===== src/rtl/lmapa_ctrl_if.sv =====
// lmapa_ctrl_if: command/sensor/status bundle between the wall-follower
// controller and its environment (host start pulse plus the maze map block).
interface lmapa_ctrl_if;
  logic        start;       // one-cycle run request from the host
  logic        head;        // map sensor: wall ahead
  logic        left;        // map sensor: wall to the left
  logic [2:0]  acao;        // single-cycle move command to the map
  logic [2:0]  orientacao;  // facing used by the map for sensing
  logic        busy;
  logic        done;
  logic        stuck;
  logic [7:0]  linha;
  logic [7:0]  coluna;
  logic [15:0] passos;

  // The controller side
  modport master (
    input  start, head, left,
    output acao, orientacao, busy, done, stuck, linha, coluna, passos
  );

  // The host/map side
  modport slave (
    output start, head, left,
    input  acao, orientacao, busy, done, stuck, linha, coluna, passos
  );
endinterface


===== src/rtl/lmapa_ctrl.sv =====
// lmapa_ctrl: left-hand wall-follower that drives the maze map block.
// Waits SETTLE cycles after every command/orientation change, samples the
// head/left sensors (ORed with grid-edge walls), and either turns left and
// moves, moves forward, or turns right. Four right turns in a row = trapped.
// Build option: define LMAPA_CTRL_TIMEOUT_EN to end a run as STUCK once
// MAX_PASSOS moves have been made (the goal check keeps priority).
module lmapa_ctrl #(
  parameter int ROWS       = 10,
  parameter int COLS       = 20,
  parameter int START_ROW  = 9,
  parameter int START_COL  = 16,
  parameter int GOAL_ROW   = 0,
  parameter int GOAL_COL   = 0,
  parameter int SETTLE     = 2,
  parameter int MAX_PASSOS = 1000
) (
  input  logic         clockc1,
  input  logic         reset,
  lmapa_ctrl_if.master bus
);

  typedef enum logic [2:0] {
    S_IDLE, S_WAIT, S_DECIDE, S_MOVE, S_DONE, S_STUCK
  } state_t;

  // Facing codes as seen by the map (note E/S differ from the move codes)
  localparam logic [2:0] ORI_N = 3'b001;
  localparam logic [2:0] ORI_W = 3'b010;
  localparam logic [2:0] ORI_E = 3'b011;
  localparam logic [2:0] ORI_S = 3'b100;

  localparam logic [2:0] ACAO_NONE = 3'b000;
  localparam logic [2:0] ACAO_N    = 3'b001;
  localparam logic [2:0] ACAO_W    = 3'b010;
  localparam logic [2:0] ACAO_S    = 3'b011;
  localparam logic [2:0] ACAO_E    = 3'b100;

  localparam logic [7:0] START_ROW_L = 8'(START_ROW);
  localparam logic [7:0] START_COL_L = 8'(START_COL);
  localparam logic [7:0] GOAL_ROW_L  = 8'(GOAL_ROW);
  localparam logic [7:0] GOAL_COL_L  = 8'(GOAL_COL);
  localparam logic [7:0] LAST_ROW    = 8'(ROWS - 1);
  localparam logic [7:0] LAST_COL    = 8'(COLS - 1);
  localparam bit         START_AT_GOAL = (START_ROW == GOAL_ROW) && (START_COL == GOAL_COL);

  localparam int         CW          = (SETTLE > 1) ? $clog2(SETTLE) : 1;
  localparam logic [CW-1:0] SETTLE_LAST = CW'(SETTLE - 1);

`ifdef LMAPA_CTRL_TIMEOUT_EN
  localparam bit TIMEOUT_EN = 1'b1;
`else
  localparam bit TIMEOUT_EN = 1'b0;
`endif
  localparam logic [16:0] PASSOS_LIMIT = 17'(MAX_PASSOS);

  state_t        state_reg,  state_next;
  logic [2:0]    ori_reg,    ori_next;
  logic [7:0]    linha_reg,  linha_next;
  logic [7:0]    coluna_reg, coluna_next;
  logic [15:0]   passos_reg, passos_next;
  logic [2:0]    turns_reg,  turns_next;
  logic [CW-1:0] settle_reg, settle_next;

  logic       at_goal;
  logic       limit_hit;
  logic [2:0] left_dir;
  logic       left_blk;
  logic       head_blk;

  function automatic logic [2:0] rot_left(input logic [2:0] d);
    case (d)
      ORI_N:   return ORI_W;
      ORI_W:   return ORI_S;
      ORI_S:   return ORI_E;
      ORI_E:   return ORI_N;
      default: return ORI_N;
    endcase
  endfunction

  function automatic logic [2:0] rot_right(input logic [2:0] d);
    case (d)
      ORI_N:   return ORI_E;
      ORI_E:   return ORI_S;
      ORI_S:   return ORI_W;
      ORI_W:   return ORI_N;
      default: return ORI_N;
    endcase
  endfunction

  // True when stepping from (r,c) towards d would leave the grid
  function automatic logic edge_wall(input logic [2:0] d, input logic [7:0] r, input logic [7:0] c);
    case (d)
      ORI_N:   return r == 8'd0;
      ORI_S:   return r == LAST_ROW;
      ORI_W:   return c == 8'd0;
      ORI_E:   return c == LAST_COL;
      default: return 1'b1;
    endcase
  endfunction

  function automatic logic [2:0] move_code(input logic [2:0] d);
    case (d)
      ORI_N:   return ACAO_N;
      ORI_W:   return ACAO_W;
      ORI_S:   return ACAO_S;
      ORI_E:   return ACAO_E;
      default: return ACAO_NONE;
    endcase
  endfunction

  // Decision inputs: sensors are only meaningful in DECIDE
  assign at_goal   = (linha_reg == GOAL_ROW_L) && (coluna_reg == GOAL_COL_L);
  assign limit_hit = TIMEOUT_EN && ({1'b0, passos_reg} >= PASSOS_LIMIT);
  assign left_dir  = rot_left(ori_reg);
  assign left_blk  = bus.left | edge_wall(left_dir, linha_reg, coluna_reg);
  assign head_blk  = bus.head | edge_wall(ori_reg, linha_reg, coluna_reg);

  // State and datapath registers; reset mid-run drops straight back to IDLE
  always_ff @(posedge clockc1 or negedge reset) begin
    if (!reset) begin
      state_reg  <= S_IDLE;
      ori_reg    <= ORI_N;
      linha_reg  <= START_ROW_L;
      coluna_reg <= START_COL_L;
      passos_reg <= '0;
      turns_reg  <= '0;
      settle_reg <= '0;
    end else begin
      state_reg  <= state_next;
      ori_reg    <= ori_next;
      linha_reg  <= linha_next;
      coluna_reg <= coluna_next;
      passos_reg <= passos_next;
      turns_reg  <= turns_next;
      settle_reg <= settle_next;
    end
  end

  // Next-state and datapath updates for the wall-following sequence
  always_comb begin
    state_next  = state_reg;
    ori_next    = ori_reg;
    linha_next  = linha_reg;
    coluna_next = coluna_reg;
    passos_next = passos_reg;
    turns_next  = turns_reg;
    settle_next = '0;

    case (state_reg)
      S_IDLE, S_DONE, S_STUCK: begin
        if (bus.start) begin
          ori_next    = ORI_N;
          linha_next  = START_ROW_L;
          coluna_next = START_COL_L;
          passos_next = '0;
          turns_next  = '0;
          state_next  = START_AT_GOAL ? S_DONE : S_WAIT;
        end
      end

      S_WAIT: begin
        if (settle_reg == SETTLE_LAST) begin
          state_next = S_DECIDE;
        end else begin
          settle_next = settle_reg + CW'(1);
        end
      end

      S_DECIDE: begin
        if (at_goal) begin
          state_next = S_DONE;
        end else if (limit_hit) begin
          state_next = S_STUCK;
        end else if (!left_blk) begin
          // Turn and move in one go; the map sees the new facing with acao
          ori_next   = left_dir;
          state_next = S_MOVE;
        end else if (!head_blk) begin
          state_next = S_MOVE;
        end else begin
          ori_next   = rot_right(ori_reg);
          turns_next = turns_reg + 3'd1;
          state_next = (turns_reg == 3'd3) ? S_STUCK : S_WAIT;
        end
      end

      S_MOVE: begin
        case (ori_reg)
          ORI_N:   linha_next  = linha_reg - 8'd1;
          ORI_S:   linha_next  = linha_reg + 8'd1;
          ORI_W:   coluna_next = coluna_reg - 8'd1;
          ORI_E:   coluna_next = coluna_reg + 8'd1;
          default: ;
        endcase
        if (passos_reg != 16'hFFFF) begin
          passos_next = passos_reg + 16'd1;
        end
        turns_next = '0;
        state_next = S_WAIT;
      end

      default: state_next = S_IDLE;
    endcase
  end

  // Outputs decode straight from registers, so reset clears acao at once
  assign bus.acao       = (state_reg == S_MOVE) ? move_code(ori_reg) : ACAO_NONE;
  assign bus.orientacao = ori_reg;
  assign bus.busy       = (state_reg == S_WAIT) || (state_reg == S_DECIDE) || (state_reg == S_MOVE);
  assign bus.done       = (state_reg == S_DONE);
  assign bus.stuck      = (state_reg == S_STUCK);
  assign bus.linha      = linha_reg;
  assign bus.coluna     = coluna_reg;
  assign bus.passos     = passos_reg;

  // Edge masking must keep every move inside the grid (no 8-bit wrap)
  a_no_wrap: assert property (@(posedge clockc1) disable iff (!reset)
    (state_reg == S_MOVE) |-> !edge_wall(ori_reg, linha_reg, coluna_reg));

endmodule


===== src/flat_wrapper.sv =====
// flat-port wrapper written by rule: the top's interface ports become plain ports
module lmapa_ctrl_flat 
#(
  parameter int ROWS       = 10,
  parameter int COLS       = 20,
  parameter int START_ROW  = 9,
  parameter int START_COL  = 16,
  parameter int GOAL_ROW   = 0,
  parameter int GOAL_COL   = 0,
  parameter int SETTLE     = 2,
  parameter int MAX_PASSOS = 1000
)
  (clockc1, reset, bus_start, bus_head, bus_left, bus_acao, bus_orientacao, bus_busy, bus_done, bus_stuck, bus_linha, bus_coluna, bus_passos);
  lmapa_ctrl_if bus_i ();
  input  logic clockc1;
  input  logic reset;
  input wire logic [$bits(bus_i.start)-1:0] bus_start;
  input wire logic [$bits(bus_i.head)-1:0] bus_head;
  input wire logic [$bits(bus_i.left)-1:0] bus_left;
  output wire logic [$bits(bus_i.acao)-1:0] bus_acao;
  output wire logic [$bits(bus_i.orientacao)-1:0] bus_orientacao;
  output wire logic [$bits(bus_i.busy)-1:0] bus_busy;
  output wire logic [$bits(bus_i.done)-1:0] bus_done;
  output wire logic [$bits(bus_i.stuck)-1:0] bus_stuck;
  output wire logic [$bits(bus_i.linha)-1:0] bus_linha;
  output wire logic [$bits(bus_i.coluna)-1:0] bus_coluna;
  output wire logic [$bits(bus_i.passos)-1:0] bus_passos;
  assign bus_i.start = bus_start;
  assign bus_i.head = bus_head;
  assign bus_i.left = bus_left;
  assign bus_acao = bus_i.acao;
  assign bus_orientacao = bus_i.orientacao;
  assign bus_busy = bus_i.busy;
  assign bus_done = bus_i.done;
  assign bus_stuck = bus_i.stuck;
  assign bus_linha = bus_i.linha;
  assign bus_coluna = bus_i.coluna;
  assign bus_passos = bus_i.passos;
  lmapa_ctrl #(.ROWS(ROWS), .COLS(COLS), .START_ROW(START_ROW), .START_COL(START_COL), .GOAL_ROW(GOAL_ROW), .GOAL_COL(GOAL_COL), .SETTLE(SETTLE), .MAX_PASSOS(MAX_PASSOS)) u_core (.clockc1(clockc1), .reset(reset), .bus(bus_i));
endmodule

===== config.mk =====
export PLATFORM = sky130hd
export DESIGN_NAME = lmapa_ctrl_flat
export DESIGN_NICKNAME = d
export VERILOG_FILES = /design/src/rtl/lmapa_ctrl_if.sv /design/src/rtl/lmapa_ctrl.sv /design/src/flat_wrapper.sv
export SDC_FILE = /design/constraint.sdc
export NUM_CORES = 1
export LEC_CHECK = 0
export CORE_UTILIZATION = 29
export DETAILED_ROUTE_END_ITERATION = 10
export PLACE_DENSITY = 0.54
export SLEW_MARGIN = 5
export SYNTH_ARGS = -nofsm -noshare
export SYNTH_HDL_FRONTEND = slang
export SYNTH_SLANG_ARGS = --single-unit

===== constraint.sdc =====
create_clock -name clockc1 -period 3.3 [get_ports clockc1]
set_input_delay 0.99 -clock clockc1 [delete_from_list [all_inputs] [get_ports clockc1]]
set_output_delay 0.99 -clock clockc1 [all_outputs]
set_load 0.03 [all_outputs]

==> results.sh, run 1 <==
export IMPL_wl_per_cell_um=14.2
export IMPL_core_area_um2=9240
export IMPL_fin_cells=488
export IMPL_wirelength_um=6940
export IMPL_outcome="finished, final reports clean"
export IMPL_num_vias=2408
export IMPL_fin_nets=380
export IMPL_crit_type="flip-flop to output pin"
export IMPL_slew_headroom_pct=36.6
export IMPL_r2r_cells=9
export IMPL_cts_num_sinks=42
export IMPL_clockBufferDepth=2
export IMPL_period_minus_slack_ps=3090
export IMPL_clkLatencyLatePin_ps=300
export IMPL_setup_viol=0
export IMPL_p_comb_share_pct=57.1
export IMPL_cts_hold_buf=0
export IMPL_drive_gt1_share_pct=8.64
export IMPL_crit_required_ps=2310
export IMPL_hold_viol=0
export IMPL_power_total_uw=2820
export IMPL_die_area_um2=9970
export IMPL_min_to="u_core.settle_reg"
export IMPL_ys_seq_area_share_pct=38.0
export IMPL_irDropWorstVdd_v=0.000278
export IMPL_switchingPower_uw=1340
export IMPL_gp_congestion=0.798
export IMPL_synth_fp_nets=332
export IMPL_power_share_clock_pct=12.4
export IMPL_synth_enable_flop_cells=0
export IMPL_syn_avg_cell_area_um2=8.96
export IMPL_firstDrtPassIters=4
export IMPL_ctsHtreeMaxLevel=2
export IMPL_grt_overflow=0
export IMPL_antenna_left=0
export IMPL_fillers=957
export IMPL_dp_cells=480
export IMPL_row_count=35
export IMPL_finalCritPeriodShare_pct=93.8
export IMPL_async_flop_share_pct=100
export IMPL_n_antenna_cell=0
export IMPL_crit_path_end_kind="output pin"
export IMPL_grt_setup_unrepaired="no"
export IMPL_start_util_pct=30.1
export IMPL_cts_buffers=5
export IMPL_ys_warn_count=0
export IMPL_slew_violations=0
export IMPL_grt_pass1_wl_um=11700
export IMPL_rr_startpoint="u_core.bus.orientacao[1]"
export IMPL_pin_count=46
export IMPL_drc=0
export IMPL_antenna_found_initial=0
export IMPL_grt_pass1_vias=2358
export IMPL_vias_per_cell=4.93
export IMPL_min_delay_start="u_core.settle_reg"
export IMPL_fin_skew_ps=6.38
export IMPL_drtIter0Drc=136
export IMPL_syn_inst=310
export IMPL_worstPathMaxFanout=8
export IMPL_maxCapViolCount=0
export IMPL_ys_flop_type="dfrtp_1"
export IMPL_startpoint_type="flip-flop"
export IMPL_clockRootBuffer="clkbuf_8"
export IMPL_tightest_slew_ps=952
export IMPL_largest_reg_flops=16
export IMPL_die_h_um=99.9
export IMPL_crit_path_start="u_core.bus.orientacao[2]"
export IMPL_die_width_um=99.9
export IMPL_leakage_uw=0.00136
export IMPL_grt_start_max_net_pins=43
export IMPL_track_usage_pct=14.8
export IMPL_hold_ws_ps=434
export IMPL_cts_tree="done"
export IMPL_fin_util_pct=37.5
export IMPL_ys_types=55
export IMPL_powerDensity_nw_per_um2=814
export IMPL_swShare_pct=47.5
export IMPL_hold_depth=1
export IMPL_r2r_end="u_core.bus.linha[7]"
export IMPL_cp_arrival_ps=2100
export IMPL_sequentialPowerShare_pct=30.5
export IMPL_numPortBuffers=45
export IMPL_hold_path_class="flip-flop to flip-flop"
export IMPL_area_delta_synth_final_pct=24.9
export IMPL_hpwlAfterDp_um=5080
export IMPL_power_internal_uw=1480
export IMPL_netlist_area_um2=2780
export IMPL_reg2reg_slack_ps=460
export IMPL_finalSetupTns_ps=0
export IMPL_clkTransAtPathRegs_ps=90
export IMPL_fmax_mhz=323
export IMPL_ys_ff_latch=42
## cells in the final DEF (no fill, tap or decap), types with 2 or more instances in the layout
cell              n
o21bai_1          2
nor4_1            2
ha_1             15
a21boi_0          2
mux2_1            2
fa_1              2
a21oi_2           2
and2b_1           2
o21a_1            2
clkdlybuf4s50_1  43
a21oi_1          18
nor3_1           12
a211o_1           3
dfstp_2           4
dfrtp_1          38
clkinv_4          2
and3_1            3
nor2_2            2
nand3b_1          2
a2111oi_0         3
o211ai_1          4
nor2b_1           2
nand2b_1          4
nor2_1           24
nand2_1          14
buf_4             7
nand3_1          23
xnor2_1          12
or3_1             6
inv_1            22
o22ai_1           3
o21ai_0          26
nand4_1           8
or4_1             4
clkbuf_8          5
xor2_1            5
o31ai_1           6
## through the flow
step	setup slack, ps	area [um^2]
after floorplan	643	2780
after global placement	346	3380
after detailed placement	348	3380
after CTS	196	3470
after global routing	48.3	3470
final	205	3470
## power by group through the flow
| stage | Sequential (uW) | Clock [uW] | Combinational [uW] |
|---|---|---|---|
| 2_1_floorplan | 1000 | 0 | 964 |
| 3_3_place_gp | 868 | 0 | 1610 |
| 3_5_place_dp | 874 | 0 | 1620 |
| 4_1_cts | 865 | 364 | 1630 |
| 5_1_grt | 893 | 388 | 1790 |
| 6_report | 860 | 351 | 1610 |
## layer usage
layer,part of all wire (%),track usage [%]
met1,48,19.8
met2,47,24.5
met3,2.8,2.58
met4,1.7,4.52
met5,0,0
## worst max-delay path, stage by stage, from the launching register on
cell	delay, ps
dfrtp_1	450
and2b_1	260
nand2_1	210
nor2_1	190
clkdlybuf4s50_1	690
## what timing repair did
action | 4_1_cts | 5_1_grt
gates resized for setup | 1 | 0
endpoints found under the setup margin | 1 | 0
buffers inserted | 0 | 0
## cells by family after synthesis
logic type      share of synthesized area [%]
simple gates                             22.3
compound gates                           19.1
flops                                    38.0
buf+inv                                  5.32
xor+xnor                                 5.36
fa+ha+maj                                8.20
mux                                      1.71
## cells in the mapped netlist, types with 5 or more instances
| library cell | n | area [um^2] |
|---|---|---|
| dfrtp_1 | 38 | 951 |
| o21ai_0 | 26 | 130 |
| nor2_1 | 24 | 90.1 |
| nand3_1 | 23 | 115 |
| inv_1 | 22 | 82.6 |
| a21oi_1 | 18 | 90.1 |
| ha_1 | 15 | 188 |
| nand2_1 | 14 | 52.6 |
| nor3_1 | 12 | 60.1 |
| xnor2_1 | 12 | 105 |
| clkbuf_1 | 9 | 33.8 |
| nand4_1 | 8 | 50.1 |
| o31ai_1 | 6 | 45.0 |
| or3_1 | 6 | 37.5 |
| xor2_1 | 5 | 43.8 |
## layout make-up
cell class	instances	area, um^2	share of cell area (%)
repair buffers	52	497	14.3
clock buffers	5	68.8	1.98
inverters	23	91.3	2.63
well taps	129	161	4.65
clock inverters	3	21.3	0.613
flip-flops and latches	42	1060	30.4
multi-input cells	234	1570	45.4
## how the worst max path moves through the flow
stage                                     end  slack, ps  depth (start not counted)
after global placement            bus_acao[0]        350                          5
after global routing              bus_acao[2]         50                          4
after detailed placement          bus_acao[0]        350                          5
final                             bus_acao[2]        210                          4
after floorplan           u_core.bus.linha[7]        640                          9
after CTS                         bus_acao[2]        200                          4
(Power assumes the default switching activity.)
==> run 2, diff against run 1 <==
CAP_MARGIN = 20   (was default)
==> run 2 against run 1 <==
Power about the same; clock skew is essentially flat; count of clock-buffer cells in the layout unchanged; critical path type unchanged; largest power group unchanged.
==> results.sh, run 2 (synthesized netlist as in run 1, its figures left out) <==
export IMPL_outcome="finished, final reports clean"
export IMPL_antenna_found_initial=0
export IMPL_die_area_um2=9970
export IMPL_startpoint_type="flip-flop"
export IMPL_drc=0
export IMPL_post_cts_buffers=0
export IMPL_cts_tree="done"
export IMPL_start_util_pct=30.1
export IMPL_fillers=955
export IMPL_crit_path_end_kind="output pin"
export IMPL_drive_gt1_share_pct=8.89
export IMPL_leakage_uw=0.00137
export IMPL_cts_buffers=5
export IMPL_pin_count=46
export IMPL_clkTransAtPathRegs_ps=90
export IMPL_drtIter0Drc=115
export IMPL_maxCapViolCount=0
export IMPL_slew_headroom_pct=52.2
export IMPL_hold_path_class="flip-flop to flip-flop"
export IMPL_fmax_mhz=323
export IMPL_slew_violations=0
export IMPL_layout_common_cells="43 x clkdlybuf4s50_1, 38 x dfrtp_1, 26 x o21ai_0, 24 x nor2_1, 23 x nand3_1"
export IMPL_firstDrtPassIters=4
export IMPL_finalSetupTns_ps=0
export IMPL_clockBufferDepth=2
export IMPL_hold_viol=0
export IMPL_antenna_left=0
export IMPL_n_antenna_cell=0
export IMPL_crit_required_ps=2310
export IMPL_place_area_um2=3380
export IMPL_largest_reg_flops=16
export IMPL_fin_skew_ps=6.46
export IMPL_final_design_area_no_fill_um2=3490
export IMPL_grt_start_max_net_pins=43
export IMPL_grt_overflow=0
export IMPL_period_minus_slack_ps=3090
export IMPL_track_usage_pct=14.8
export IMPL_num_vias=2421
export IMPL_hpwlAfterDp_um=5080
export IMPL_gp_congestion=0.798
export IMPL_worstPathMaxFanout=8
export IMPL_crit_type="flip-flop to output pin"
export IMPL_clockRootBuffer="clkbuf_8"
export IMPL_cp_arrival_ps=2100
export IMPL_vias_per_cell=4.95
export IMPL_cts_hold_buf=0
export IMPL_core_area_um2=9240
export IMPL_fin_util_pct=37.8
export IMPL_die_width_um=99.9
export IMPL_regArea_um2=1060
export IMPL_area_delta_synth_final_pct=25.6
export IMPL_clkLatencyLatePin_ps=300
export IMPL_post_cts_resize_count=1
export IMPL_row_count=35
export IMPL_powerDensity_nw_per_um2=809
export IMPL_numPortBuffers=45
export IMPL_ctsHtreeMaxLevel=2
export IMPL_wirelength_um=6930
export IMPL_cts_num_sinks=42
export IMPL_irDropWorstVdd_v=0.000278
export IMPL_r2r_cells=9
export IMPL_finalCritPeriodShare_pct=93.7
export IMPL_hold_depth=1
export IMPL_fin_nets=381
export IMPL_multi_input_area_um2=1570
export IMPL_die_h_um=99.9
export IMPL_grt_pass1_vias=2358
export IMPL_grt_pass1_wl_um=11700
export IMPL_setup_viol=0
export IMPL_layout_commonest_cell="clkdlybuf4s50_1"
export IMPL_grt_setup_unrepaired="no"
export IMPL_wl_per_cell_um=14.2
export IMPL_tightest_slew_ps=716
## run 2: cell type report
type / instances / share of cell area [%]
multi-input combinational: 234 / 45.1
inverter: 23 / 2.62
sequential: 42 / 30.3
clock inverter: 3 / 0.610
tap: 129 / 4.63
clock buffer: 5 / 1.97
timing repair buffer: 53 / 14.8
## run 2: metrics by stage
| step | hold slack [ps] | power (uW) | setup WS, ps | cells |
|---|---|---|---|---|
| after floorplan | 408 | 1970 | 643 | 310 |
| after detailed placement | 432 | 2500 | 348 | 480 |
| final | 434 | 2820 | 208 | 489 |
| after global routing | 467 | 3080 | 48.3 | 489 |
| after global placement | 422 | 2480 | 346 | 480 |
| after CTS | 443 | 2860 | 196 | 488 |
## run 2: path summary, 6_finish.rpt
path,start,to,slack (ps)
setup / recovery,u_core.bus.orientacao[2],bus_acao[2],210
setup reg to reg,u_core.bus.orientacao[1],u_core.bus.linha[7],460
hold / removal,u_core.settle_reg,u_core.settle_reg,430
min in group asynchronous,reset,u_core.bus.coluna[0],570
hold reg to reg,u_core.settle_reg,u_core.settle_reg,430
max in group asynchronous,reset,u_core.bus.linha[3],2210
## run 2: layer usage
metal	wire (um)	global-route usage, %	up-vias	part of all wire [%]
li1	-	-	1226	-
met1	3340	19.8	1138	48
met2	3250	24.5	48	47
met3	204	2.58	9	2.9
met4	132	4.52	0	1.9
met5	0	0	-	0
## run 2: report_power, final
part	internal, uW	leakage (uW)	total (uW)	switching, uW
registers	654	0.000557	859	205
clock network	149	0.0000441	350	201
logic	681	0.000771	1610	933
## run 2: worst max-delay path, cell delays in order (launching register included)
cell and delay, ps:
dfrtp_1 450, and2b_1 260, nand2_1 210, nor2_1 190
clkdlybuf4s50_1 690
